==> src/rtl/imem_loader.sv <==
// Frames a UART byte stream (MAGIC, LEN, data words, optional CSUM) into imem writes and
// holds the core in reset until a valid image is loaded. Checksum: IMEM_LOADER_CHECKSUM_EN.
module imem_loader #(
    parameter int unsigned ADDR_W = 8,
    parameter logic [7:0]  MAGIC  = 8'hA5
) (
    input  logic              i_clk,
    input  logic              i_reset,
    input  logic [7:0]        i_rx_data,
    input  logic              i_rx_valid,
    output logic              o_imem_we,
    output logic [ADDR_W-1:0] o_imem_addr,
    output logic [31:0]       o_imem_wdata,
    output logic              o_cpu_reset,
    output logic              o_load_done,
    output logic              o_load_err,
    output logic [15:0]       o_words_loaded
);

    typedef enum logic [2:0] {
        StIdle,
        StLen0,
        StLen1,
        StData,
        StCsum,
        StDone,
        StErr
    } state_e;

    localparam logic [16:0] MaxWords = 17'(2 ** ADDR_W);

`ifdef IMEM_LOADER_CHECKSUM_EN
    localparam state_e EndState = StCsum;
`else
    localparam state_e EndState = StDone;
`endif

    state_e              r_state;
    state_e              w_state_next;
    logic [7:0]          r_len_lo;
    logic [15:0]         r_len;
    logic [1:0]          r_byte_idx;
    logic [23:0]         r_buf;
    logic [15:0]         r_words;
    logic                r_we;
    logic [ADDR_W-1:0]   r_addr;
    logic [31:0]         r_wdata;
`ifdef IMEM_LOADER_CHECKSUM_EN
    logic [7:0]          r_csum;
`endif

    logic [15:0] w_len;
    logic        w_last_word;
    logic        w_magic;

    assign w_len       = {i_rx_data, r_len_lo};
    assign w_last_word = (r_words + 16'd1) == r_len;
    assign w_magic     = i_rx_data == MAGIC;

    always_ff @(posedge i_clk) begin
        if (i_reset) begin
            r_state <= StIdle;
        end else begin
            r_state <= w_state_next;
        end
    end

    always_comb begin
        w_state_next = r_state;
        if (i_rx_valid) begin
            unique case (r_state)
                StIdle, StDone, StErr: begin
                    if (w_magic) begin
                        w_state_next = StLen0;
                    end
                end
                StLen0: w_state_next = StLen1;
                StLen1: begin
                    if ({1'b0, w_len} > MaxWords) begin
                        w_state_next = StErr;
                    end else if (w_len == 16'd0) begin
                        w_state_next = EndState;
                    end else begin
                        w_state_next = StData;
                    end
                end
                StData: begin
                    if (r_byte_idx == 2'd3 && w_last_word) begin
                        w_state_next = EndState;
                    end
                end
`ifdef IMEM_LOADER_CHECKSUM_EN
                StCsum: w_state_next = (i_rx_data == r_csum) ? StDone : StErr;
`endif
                default: w_state_next = StIdle;
            endcase
        end
    end

    // Status is a pure decode of the state, so done and err can never overlap.
    assign o_cpu_reset    = r_state != StDone;
    assign o_load_done    = r_state == StDone;
    assign o_load_err     = r_state == StErr;
    assign o_imem_we      = r_we;
    assign o_imem_addr    = r_addr;
    assign o_imem_wdata   = r_wdata;
    assign o_words_loaded = r_words;

    always_ff @(posedge i_clk) begin
        if (i_reset) begin
            r_len_lo   <= 8'd0;
            r_len      <= 16'd0;
            r_byte_idx <= 2'd0;
            r_buf      <= 24'd0;
            r_words    <= 16'd0;
            r_we       <= 1'b0;
            r_addr     <= '0;
            r_wdata    <= 32'd0;
`ifdef IMEM_LOADER_CHECKSUM_EN
            r_csum     <= 8'd0;
`endif
        end else begin
            r_we <= 1'b0;
            if (i_rx_valid) begin
                unique case (r_state)
                    StIdle, StDone, StErr: begin
                        if (w_magic) begin
                            r_words    <= 16'd0;
                            r_byte_idx <= 2'd0;
                        end
                    end
                    StLen0: begin
                        r_len_lo <= i_rx_data;
`ifdef IMEM_LOADER_CHECKSUM_EN
                        r_csum   <= i_rx_data;
`endif
                    end
                    StLen1: begin
                        r_len <= w_len;
`ifdef IMEM_LOADER_CHECKSUM_EN
                        r_csum <= r_csum ^ i_rx_data;
`endif
                    end
                    StData: begin
                        r_byte_idx <= r_byte_idx + 2'd1;
`ifdef IMEM_LOADER_CHECKSUM_EN
                        r_csum     <= r_csum ^ i_rx_data;
`endif
                        unique case (r_byte_idx)
                            2'd0: r_buf[7:0]   <= i_rx_data;
                            2'd1: r_buf[15:8]  <= i_rx_data;
                            2'd2: r_buf[23:16] <= i_rx_data;
                            2'd3: begin
                                r_we    <= 1'b1;
                                r_wdata <= {i_rx_data, r_buf};
                                r_addr  <= r_words[ADDR_W-1:0];
                                r_words <= r_words + 16'd1;
                            end
                            default: ;
                        endcase
                    end
                    default: ;
                endcase
            end
        end
    end

endmodule

==> config.mk <==
export PLATFORM = sky130hd
export DESIGN_NAME = imem_loader
export DESIGN_NICKNAME = d
export VERILOG_FILES = /design/src/rtl/imem_loader.sv
export SDC_FILE = /design/constraint.sdc
export NUM_CORES = 1
export LEC_CHECK = 0
export CORE_MARGIN = 2
export CORE_UTILIZATION = 58
export DETAILED_ROUTE_END_ITERATION = 8
export PLACE_DENSITY = 0.84
export SYNTH_ARGS = -nofsm -noshare
export SYNTH_HDL_FRONTEND = slang
export SYNTH_SLANG_ARGS = --single-unit
==> constraint.sdc <==
create_clock -name i_clk -period 7.9 [get_ports i_clk]
set_input_delay 1.58 -clock i_clk [delete_from_list [all_inputs] [get_ports i_clk]]
set_output_delay 1.58 -clock i_clk [all_outputs]
set_load 0.005 [all_outputs]
# Word-level counts from Yosys, hierarchy flattened
# Cells that the tools add are included.
totals:
  n_memories: 0
  out_inout_bits: 60
  wordCells: 57
  reg_bits: 110
  latchBits: 0
  ramBits: 0
  rom_bits: 0
op_classes:
  multipliers: 0
  eq_ne: 14
  add_sub_neg: 2
  muxes: 11
  reduce_logical: 16
  bitwise_logic: 2
  div: 0
  shift: 0
  n_lt_le_gt_ge: 1
op_table:
  columns: ["cell", "n"]
  rows:
  - ["$mux W16", 2]
  - ["$pmux W16 S2", 1]
  - ["$reduce_and A3 Y1", 6]
  - ["$add A16 B1 Y16 const B", 1]
  - ["$eq A16 B16 Y1", 1]
  - ["$gt A16 B9 Y1 const B", 1]
  - ["$logic_not A16 Y1", 1]
  - ["$mux W3", 4]
  - ["$pmux W3 S4", 1]
  - ["$eq A8 B8 Y1 const B", 1]
  - ["$eq A3 B2 Y1 const B", 2]
  - ["$eq A3 B3 Y1 const B", 2]
  - ["$ne A2 B2 Y1 const B", 3]
  - ["$reduce_or A3 Y1", 2]
  - ["$eq A2 B2 Y1 const B", 2]
  - ["$pmux W2 S2", 1]
  - ["$reduce_and A2 Y1", 2]
  - ["$reduce_and A4 Y1", 1]
  - ["$eq A3 B1 Y1 const B", 1]
  - ["$logic_not A3 Y1", 1]
  - ["$ne A3 B3 Y1 const B", 1]
  - ["$add A2 B1 Y2 const B", 1]
  - ["$eq A2 B1 Y1 const B", 1]
  - ["$logic_not A2 Y1", 1]
  - ["5 further kinds", 6]

# Logic depth before layout (Yosys ltp)
# Gate-level depths: netlist of run 1.
depth:
  ltp_word: 5
  ltp_mapped: 9

# Worst setup path after synthesis of run 1
# OpenSTA, ideal clock, no wires.
synth_timing:
  path_kind: "input to register"
  startpoint: "in i_rx_data[1]"
  endpoint: "reg r_state[1]"
  path_buffers: 0
  setup_time_ps: 74
  setup_slack_ps: 4481
  t_arrival_ps: 3345
  required_ps: 7826
  path_stages: 7
  cell_sequence: "or4_1 > nor3_1 > a21oi_1 > a2111oi_2 > nand4_1 > or4_1 > o211ai_2"
synth_between:
  elab_chain_cells: 4
synth_rtl:
  columns: ["element", "line", "source"]
  rows:
  - ["start: declaration", "9", "input logic [7:0] i_rx_data,"]
  - ["parallel branches: the longest is 4 deep, another holds $gt A16 B9 Y1", null, null]
  - ["end signal: assignment", "62", "r_state <= StIdle;"]
  - ["end signal: assignment", "64", "r_state <= w_state_next;"]
  - ["end: declaration", "38", "state_e r_state;"]
# Parallel ways; which one is timed is not known.
# A chain may end at the register's enable or synchronous reset.

# Worst setup path in the final report of run 1
layout_timing:
  startpoint: "in i_rx_valid"
  endpoint: "reg r_words[13] (netlist: o_words_loaded[13])"
layout_between:
  elab_chain_cells: 1
layout_rtl:
  columns: ["element", "line", "source"]
  rows:
  - ["start: declaration", "10", "input logic i_rx_valid,"]
  - ["$reduce_and A4 Y1 (no source line)", null, null]
  - ["end signal: assignment", "157", "r_words <= r_words + 16'd1;"]
  - ["end: declaration", "44", "logic [15:0] r_words;"]
# No other way between the ends.

==> results.yml, run 1 <==
route:
  drtAntennaViolNets: 0
  vias: 4656
  avgViaCountPerCell: 5.92
  drt-pass1-iter-count: 5
  drt-initial-drc-count: 216
  wl_per_cell_um: 15.7
  postRouteWirelength_um: 12400
  route.detailed.drc: 0
cts:
  post_cts_buffers: 0
  cts_inserted_buffers: 9
  cts_tree: "yes"
  holdBufCountCts: 0
  cts_sinks: 110
  cts-root-buf: "clkbuf_8"
  cts_resized: 0
  cts_buffer_depth: 2
  path_clk_slew_ns: 0.11
  htree_levels: 3
  clk_latency_ns: 0.37
worst_setup_path:
  cp.arrival_ns: 4.60
  crit_type: "in2reg"
  cp_cell_sequence: "clkdlybuf4s50_1, nand2b_1, nor2_2, and2_1, nand2_1, or4_1, a21oi_1"
  required_ns: 8.20
  startpoint_type: "input port"
  end_kind: "register"
  critPathMaxFanout: 32
  slowest_delay_ns: 0.90
  slowest_stage: "nor2_2"
  worst-path-buf-inv: 1
  critPathTopFamily: "simple AND/OR/NAND/NOR gates"
floorplan:
  start_util_pct: 59.8
  die_w_um: 95.8
  ios: 71
  die_h_um: 95.8
  core_um2: 8180
  die_area_um2: 9180
  rows: 33
timing:
  maxSlewViolCount: 0
  tns_ns: 0
  hold_ws_ns: 0.457
  rsz0062_at_grt: "no"
  slew_headroom_pct: 21.7
  final-hold-violation-count: 0
  fmax_mhz: 233
  period_share_pct: 54.4
  worstMarginPinSlew_ns: 1.17
  finClkSkew_ns: 0.0101
  setup_viol: 0
  min_period_ns: 4.30
  finalWorstSetupSlack_ns: 3.60
grt:
  grt-ovfl-total: 0
  antenna_found_initial: 0
  grt_pass1_vias: 4404
  grtUsageTotal_pct: 28.1
  grt_pass1_wl_um: 20400
  grt_max_degree: 113
job:
  maxCapViolations: 0
run_status:
  outcome: "finished clean"
placement:
  pre_cts_slack_ns: 3.27
  hpwl_um: 8480
  io_buffer_count: 70
  place_congestion: 0.975
  place_inst: 772
  dpl-instance-area_um2: 5550
synth:
  synth.most_common_cell: "nand2_1"
  synthTopCellsByArea: "dfxtp_1 45%, nand2_1 13%, a21oi_1 11%, nand3_1 3.5%, clkbuf_1 2.9%"
  synth_largest_area_cell: "dfxtp_1"
  yosysSeqAreaShare_pct: 45.0
  synth.area.mux_share_pct: 0.435
  async_reset_ff_share_pct: 0
  synth_cell_types: 52
  synth_compound_area_share_pct: 17.9
  ys_warn_count: 0
  synth_cells: 640
  synth.top_cell.area_share_pct: 45.0
  synth-edff-count: 0
  synth-simple-area-share_pct: 27.7
  synthTopCellsByCount: "173 x nand2_1, 111 x a21oi_1, 110 x dfxtp_1"
  synthFlopType: "dfxtp_1"
  synthesis.nets: 656
  netlist_area_um2: 4890
  ys_ff_latch: 110
  synth_top_family_by_area: "simple AND/OR/NAND/NOR gates"
  syn_avg_cell_area_um2: 7.64
  synthAdderAreaFrac_pct: 1.28
  synth_xor_area_share_pct: 3.22
layout:
  antenna_cells: 0
  drive_gt1_share_pct: 4.25
  fin_util_pct: 70.4
  final_cell_area_um2: 5760
  fill_cells: 676
  final_cells: 787
  fin_nets: 694
  syn_to_final_growth_pct: 17.7
power:
  total_power_mw: 1.12
  powerDensity_nw_per_um2: 195
  p_leak_nw: 1.86
  ir_drop_mv: 0.150
hold_path:
  min_path_type: "reg2reg"
==> kinds of logic after synthesis <==
kind of cell,Yosys count
simple gates,295
compound gates,156
flops,110
buf+inv,54
xor+xnor,18
fa+ha+maj,5
mux,2
==> placed cells by master, fill, tap and decap left out, types with 3 or more instances in the layout <==
cell type        instances
nand2_1                173
a21oi_1                111
dfxtp_1                110
clkdlybuf4s50_1         69
nand3_1                 34
nor2_1                  30
o21ai_0                 16
xnor2_1                 12
inv_1                    9
clkbuf_8                 9
nor3_1                   8
nand2b_1                 7
nor2b_1                  6
xor2_1                   6
nor4_1                   5
nand4_1                  5
nand3b_1                 5
ha_1                     5
and2_1                   3
or3_1                    3
or4_1                    3
a31oi_1                  3
a21o_1                   3
buf_4                    3
==> worst reg2reg max path: stages, from the launching register on <==
cell and delay, ns:
dfxtp_1 0.59, ha_1 0.42, nand3_1 0.34, nor3_1 0.33, mux2_2 0.39, a2111oi_2 0.35, nand4_1 0.20, or4_1 0.46
o211ai_2 0.08
==> where the power goes <==
part	leakage (nW)	internal [mW]	switching, mW
Combinational	0.873	0.0642	0.108
Sequential	0.886	0.572	0.0236
Clock	0.104	0.152	0.200
==> area by class of cell <==
cell class                 count  area (µm²)  area share [%]
multi-input combinational    476        2470            43.0
sequential                   110        2200            38.3
timing repair buffer          72         713            12.4
tap                          105         131            2.28
clock buffer                   9         124            2.15
clock inverter                 6        78.8            1.37
inverter                       9        33.8           0.587
==> flip-flops by register name (all words and copies together) (netlist names) <==
name	flops
o_imem_wdata	32
r_buf	24
r_byte_idx	2
o_imem_addr	8
r_state	3
o_imem_we	1
r_len	16
r_len_lo	8
o_words_loaded	16
==> final timing paths <==
check                                      start                         endpoint  depth (start not counted)  slack [ns]
setup / recovery                      i_rx_valid  o_words_loaded[13]$_SDFFE_PP0P_                          7        3.60
hold / removal             r_buf[4]$_SDFFE_PP0P_     o_imem_wdata[4]$_SDFFE_PP0P_                          2        0.46
setup reg to reg  o_words_loaded[0]$_SDFFE_PP0P_          r_state[1]$_SDFFE_PP0P_                          8        4.67
hold reg to reg            r_buf[4]$_SDFFE_PP0P_     o_imem_wdata[4]$_SDFFE_PP0P_                          2        0.46
==> layer usage <==
metal / track usage (%) / share of wire, % / vias to the layer above
li1: - / - / 2249
met1: 35.6 / 42 / 2205
met2: 47.6 / 49 / 170
met3: 5.25 / 5.9 / 32
met4: 10.7 / 2.9 / 0
met5: 0 / 0 / -
(Power assumes the default switching activity.)
==> run 2: changes to the inputs <==
--- a/config.mk
+++ b/config.mk
@@ -6,9 +6,9 @@
 export NUM_CORES = 1
 export LEC_CHECK = 0
 export CORE_MARGIN = 2
-export CORE_UTILIZATION = 58
+export CORE_UTILIZATION = 49
 export DETAILED_ROUTE_END_ITERATION = 8
-export PLACE_DENSITY = 0.84
+export PLACE_DENSITY = 0.76
 export SYNTH_ARGS = -nofsm -noshare
 export SYNTH_HDL_FRONTEND = slang
 export SYNTH_SLANG_ARGS = --single-unit
==> constraint.sdc (replaced) <==
create_clock -name i_clk -period 3.74 [get_ports i_clk]
set_input_delay 0.748 -clock i_clk [delete_from_list [all_inputs] [get_ports i_clk]]
set_output_delay 0.748 -clock i_clk [all_outputs]
set_load 0.005 [all_outputs]
==> results.yml, run 2 (synthesized netlist as in run 1, its figures left out) <==
run_status:
  outcome: "finished clean"
route:
  vias: 4613
  drt-initial-drc-count: 262
  drt-pass1-iter-count: 5
  route.detailed.drc: 0
  wl_per_cell_um: 15.4
  drtAntennaViolNets: 0
  postRouteWirelength_um: 12700
  avgViaCountPerCell: 5.58
timing:
  finalWorstSetupSlack_ns: 0.751
  final-hold-violation-count: 0
  period_share_pct: 79.9
  slew_headroom_pct: 46.2
  tns_ns: 0
  hold_ws_ns: 0.458
  worstMarginPinSlew_ns: 0.806
  setup_viol: 0
  min_period_ns: 2.99
  maxSlewViolCount: 0
  finClkSkew_ns: 0.0114
  rsz0062_at_grt: "no"
  fmax_mhz: 335
job:
  maxCapViolations: 0
cts:
  holdBufCountCts: 0
  cts_tree: "yes"
  post_cts_buffers: 0
  cts_inserted_buffers: 9
  htree_levels: 3
  cts_resized: 0
  cts-root-buf: "clkbuf_8"
  path_clk_slew_ns: 0.12
  cts_buffer_depth: 2
  clk_latency_ns: 0.37
  cts_sinks: 110
power:
  total_power_mw: 2.41
  powerDensity_nw_per_um2: 409
  seqPwrFrac_pct: 52.5
  p_leak_nw: 1.92
  p_int_mw: 1.68
  p_sw_share_pct: 30.3
  comb_power_share_pct: 15.7
  switching_power_mw: 0.729
  clkPwrFrac_pct: 31.9
  ir_drop_mv: 0.217
grt:
  grt_pass1_vias: 4457
  grtUsageMet3_pct: 2.63
  grtUsageTotal_pct: 23.7
  antenna_found_initial: 0
  grt_pass1_wl_um: 21300
  grt_use_met2_pct: 40.1
  grt-ovfl-total: 0
  gr-usage-met1_pct: 30.6
  grt_max_degree: 78
  grt_busiest_layer: "met2"
layout:
  fill_cells: 921
  fin_nets: 704
  layout_common_cells: "173 x nand2_1, 111 x a21oi_1, 110 x dfxtp_1"
  drive_gt1_share_pct: 5.77
  syn_to_final_growth_pct: 20.3
  largest_reg_flops: 32
  final_common_cell: "nand2_1"
  antenna_cells: 0
placement:
  place_congestion: 0.927
  pre_cts_slack_ns: 0.380
  hpwl_um: 8770
  io_buffer_count: 70
floorplan:
  die_area_um2: 10800
  core_um2: 9730
  ios: 71
  die_h_um: 104
  start_util_pct: 50.3
  die_w_um: 104
  rows: 36
worst_setup_path:
  crit_type: "in2reg"
  cp.arrival_ns: 3.29
  reg2regPathDepth: 8
  timing.rr.end: "r_state[1]$_SDFFE_PP0P_"
  required_ns: 4.04
  rrSetupSlack_ns: 0.76
  r2r_start: "o_words_loaded[1]$_SDFFE_PP0P_"
  critPathMaxFanout: 7
  end_kind: "register"
  startpoint_type: "input port"
  cp-endpoint: "r_state[1]$_SDFFE_PP0P_"
  crit_path_start: "i_rx_data[6]"
hold_path:
  min_path_type: "reg2reg"
## run 2: power groups by stage
stage	registers, mW	logic [mW]	clock network [mW]
final	1.26	0.377	0.767
after global routing	1.27	0.420	0.808
after CTS	1.26	0.373	0.774
after detailed placement	1.28	0.371	0
after global placement	1.28	0.359	0
after floorplan	1.26	0.296	0
## run 2: area by class of cell
class | instances | area (µm²) | share of cell area (%)
clock inverter | 7 | 93.8 | 1.60
tap | 133 | 166 | 2.83
clock buffer | 9 | 124 | 2.11
timing repair buffer | 82 | 788 | 13.4
sequential | 110 | 2200 | 37.4
multi-input combinational | 476 | 2470 | 42.1
inverter | 9 | 33.8 | 0.574
## run 2: how the worst min path moves through the flow
stage                                        from  slack (ns)  depth (start not counted)                       endpoint
floorplan                   r_buf[0]$_SDFFE_PP0P_        0.43                          2   o_imem_wdata[0]$_SDFFE_PP0P_
global placement           r_buf[23]$_SDFFE_PP0P_        0.44                          2  o_imem_wdata[23]$_SDFFE_PP0P_
detailed placement  o_imem_wdata[28]$_SDFFE_PP0P_        0.45                          2  o_imem_wdata[28]$_SDFFE_PP0P_
CTS                         r_buf[0]$_SDFFE_PP0P_        0.46                          2   o_imem_wdata[0]$_SDFFE_PP0P_
global route                r_buf[0]$_SDFFE_PP0P_        0.48                          2   o_imem_wdata[0]$_SDFFE_PP0P_
finish                      r_buf[0]$_SDFFE_PP0P_        0.46                          2   o_imem_wdata[0]$_SDFFE_PP0P_
## run 2: metrics by stage
| stage | instances | instance area [µm²] | util, % |
|---|---|---|---|
| 6_report | 826 | 5880 | 60.5 |
| 3_3_place_gp | 810 | 5660 | 58.2 |
| 4_1_cts | 826 | 5880 | 60.5 |
| 5_1_grt | 826 | 5880 | 60.5 |
| 2_1_floorplan | 640 | 4890 | - |
| 3_5_place_dp | 810 | 5660 | 58.2 |
## run 2: metal layers
layer,part of all wire (%),up-vias,wire length (µm)
met3,5.0,35,634
li1,-,2268,-
met1,43,2150,5510
met5,0,-,0
met2,49,160,6160
met4,3.1,0,399
## run 2: worst max-delay path: stages
cell             delay [ns]
clkdlybuf4s50_1        0.55
or4_1                  0.53
nor3_1                 0.30
a21oi_1                0.18
a2111oi_2              0.27
nand4_1                0.18
or4_1                  0.45
o211ai_2               0.09
==> run 3: changes to the inputs <==
==> constraint.sdc (replaced) <==
create_clock -name i_clk -period 2.5 [get_ports i_clk]
set_input_delay 0.5 -clock i_clk [delete_from_list [all_inputs] [get_ports i_clk]]
set_output_delay 0.5 -clock i_clk [all_outputs]
set_load 0.005 [all_outputs]
==> results.yml, run 3 (synthesized netlist as in run 1, its figures left out) <==
run_status:
  outcome: "finished clean"
cts:
  cts_buffer_depth: 2
  cts_tree: "yes"
  cts_inserted_buffers: 9
  htree_levels: 3
  holdBufCountCts: 0
  cts-root-buf: "clkbuf_8"
  path_clk_slew_ns: 0.11
  cts_sinks: 110
  clk_latency_ns: 0.37
route:
  avgViaCountPerCell: 5.63
  vias: 4868
  drt-initial-drc-count: 349
  postRouteWirelength_um: 13100
  drtAntennaViolNets: 0
  route.detailed.drc: 0
  wl_per_cell_um: 15.2
  drt-pass1-iter-count: 5
grt:
  grt_max_degree: 47
  grt-ovfl-total: 0
  grt_pass1_wl_um: 21300
  grt_pass1_vias: 4471
  antenna_found_initial: 0
  grtUsageTotal_pct: 23.6
placement:
  hpwl_um: 9110
  place_congestion: 0.957
  io_buffer_count: 70
  dpl-instance-area_um2: 5920
  place_inst: 841
layout:
  layout_common_cells: "173 x nand2_1, 110 x a21oi_1, 106 x dfxtp_1"
  fin_nets: 743
  final_common_cell: "nand2_1"
  drive_gt1_share_pct: 12.6
  antenna_cells: 0
  final_cell_area_um2: 6270
  syn_to_final_growth_pct: 28.3
  largest_reg_flops: 32
  final_cells: 865
timing:
  maxSlewViolCount: 0
  fmax_mhz: 416
  final-hold-violation-count: 0
  slew_headroom_pct: 62.7
  finClkSkew_ns: 0.0105
  setup_viol: 0
  period_share_pct: 96.2
  min_period_ns: 2.40
  worstMarginPinSlew_ns: 0.557
job:
  maxCapViolations: 0
floorplan:
  core_um2: 9730
  rows: 36
  ios: 71
  die_h_um: 104
  start_util_pct: 50.3
  die_area_um2: 10800
  die_w_um: 104
worst_setup_path:
  cp.arrival_ns: 2.70
  end_kind: "register"
  slowest_delay_ns: 0.52
  critPathMaxFanout: 3
  required_ns: 2.80
  crit_type: "reg2reg"
  cp_cell_sequence: "ha_2, nand3_2, nor3_4, mux2_2, a2111oi_4, nand4_1, or4_4, o211ai_2"
  slowest_stage: "or4_4"
  startpoint_type: "register"
hold_path:
  min_path_type: "reg2reg"
power:
  powerDensity_nw_per_um2: 585
  p_leak_nw: 2.19
  ir_drop_mv: 0.345
==> run 3: cell types whose count changed in the layout (fill, tap and decap cells not counted), sizes merged <==
cell           change
buf               +39
dlymetal6s2s       +3
inv                -1
clkdlybuf4s50      -3
clkbuf             +1
==> run 3: worst max-delay path, delay by kind of cell (launching register included) <==
kind | cells | cell delay [ns]
flip-flops | 1 | 0.36
AND/OR/NAND/NOR | 4 | 0.98
AO/OA/AOI/OAI | 2 | 0.41
adder cells (fa/ha/maj) | 1 | 0.21
multiplexers | 1 | 0.38
==> run 3: power breakdown <==
part	leakage, nW	switching, mW	total (mW)	internal [mW]
Combinational	1.20	0.405	0.701	0.296
Clock	0.104	0.623	1.10	0.482
Sequential	0.889	0.0605	1.87	1.81
==> run 3: per-layer routing <==
layer	part of all wire, %	GRT usage [%]
met5	0	0
met3	5.4	4.26
met2	49	39.9
met1	43	30.0
met4	2.5	9.17
==> run 3: per-stage QoR <==
step	hold slack, ns	setup slack [ns]	util [%]	power [mW]	TNS (ns)
2_1_floorplan	0.432	0.0196	-	2.32	0
3_3_place_gp	0.444	-0.430	60.8	2.50	-4.56
3_5_place_dp	0.447	-0.545	60.8	2.52	-5.43
4_1_cts	0.459	0.00712	63.2	3.62	0
5_1_grt	0.479	-0.0138	64.5	3.83	-0.0142
6_report	0.458	0.0960	64.5	3.67	0
==> run 3: area by class of cell <==
class,instances,area [µm²]
inverter,9,33.8
multi-input combinational,476,2560
clock inverter,6,81.3
tap,133,166
sequential,110,2210
fill,850,3460
clock buffer,10,128
timing repair buffer,121,1100
==> run 3: worst paths after layout <==
| kind | slack [ns] | cells past startpoint | endpoint | startpoint |
|---|---|---|---|---|
| max | 0.1 | 8 | r_state[1]$_SDFFE_PP0P_ | o_words_loaded[1]$_SDFFE_PP0P_ |
| min | 0.46 | 2 | o_imem_wdata[0]$_SDFFE_PP0P_ | r_buf[0]$_SDFFE_PP0P_ |
| max reg2reg | 0.1 | 8 | r_state[1]$_SDFFE_PP0P_ | o_words_loaded[1]$_SDFFE_PP0P_ |
| min reg2reg | 0.46 | 2 | o_imem_wdata[0]$_SDFFE_PP0P_ | r_buf[0]$_SDFFE_PP0P_ |
==> run 3: timing repair <==
action | 4_1_cts | 5_1_grt
setup buffers | 1 | 7
endpoints found under the setup margin | 1 | 2
pin swaps | 1 | 9
gates cloned | 0 | 0
resized for setup | 3 | 18
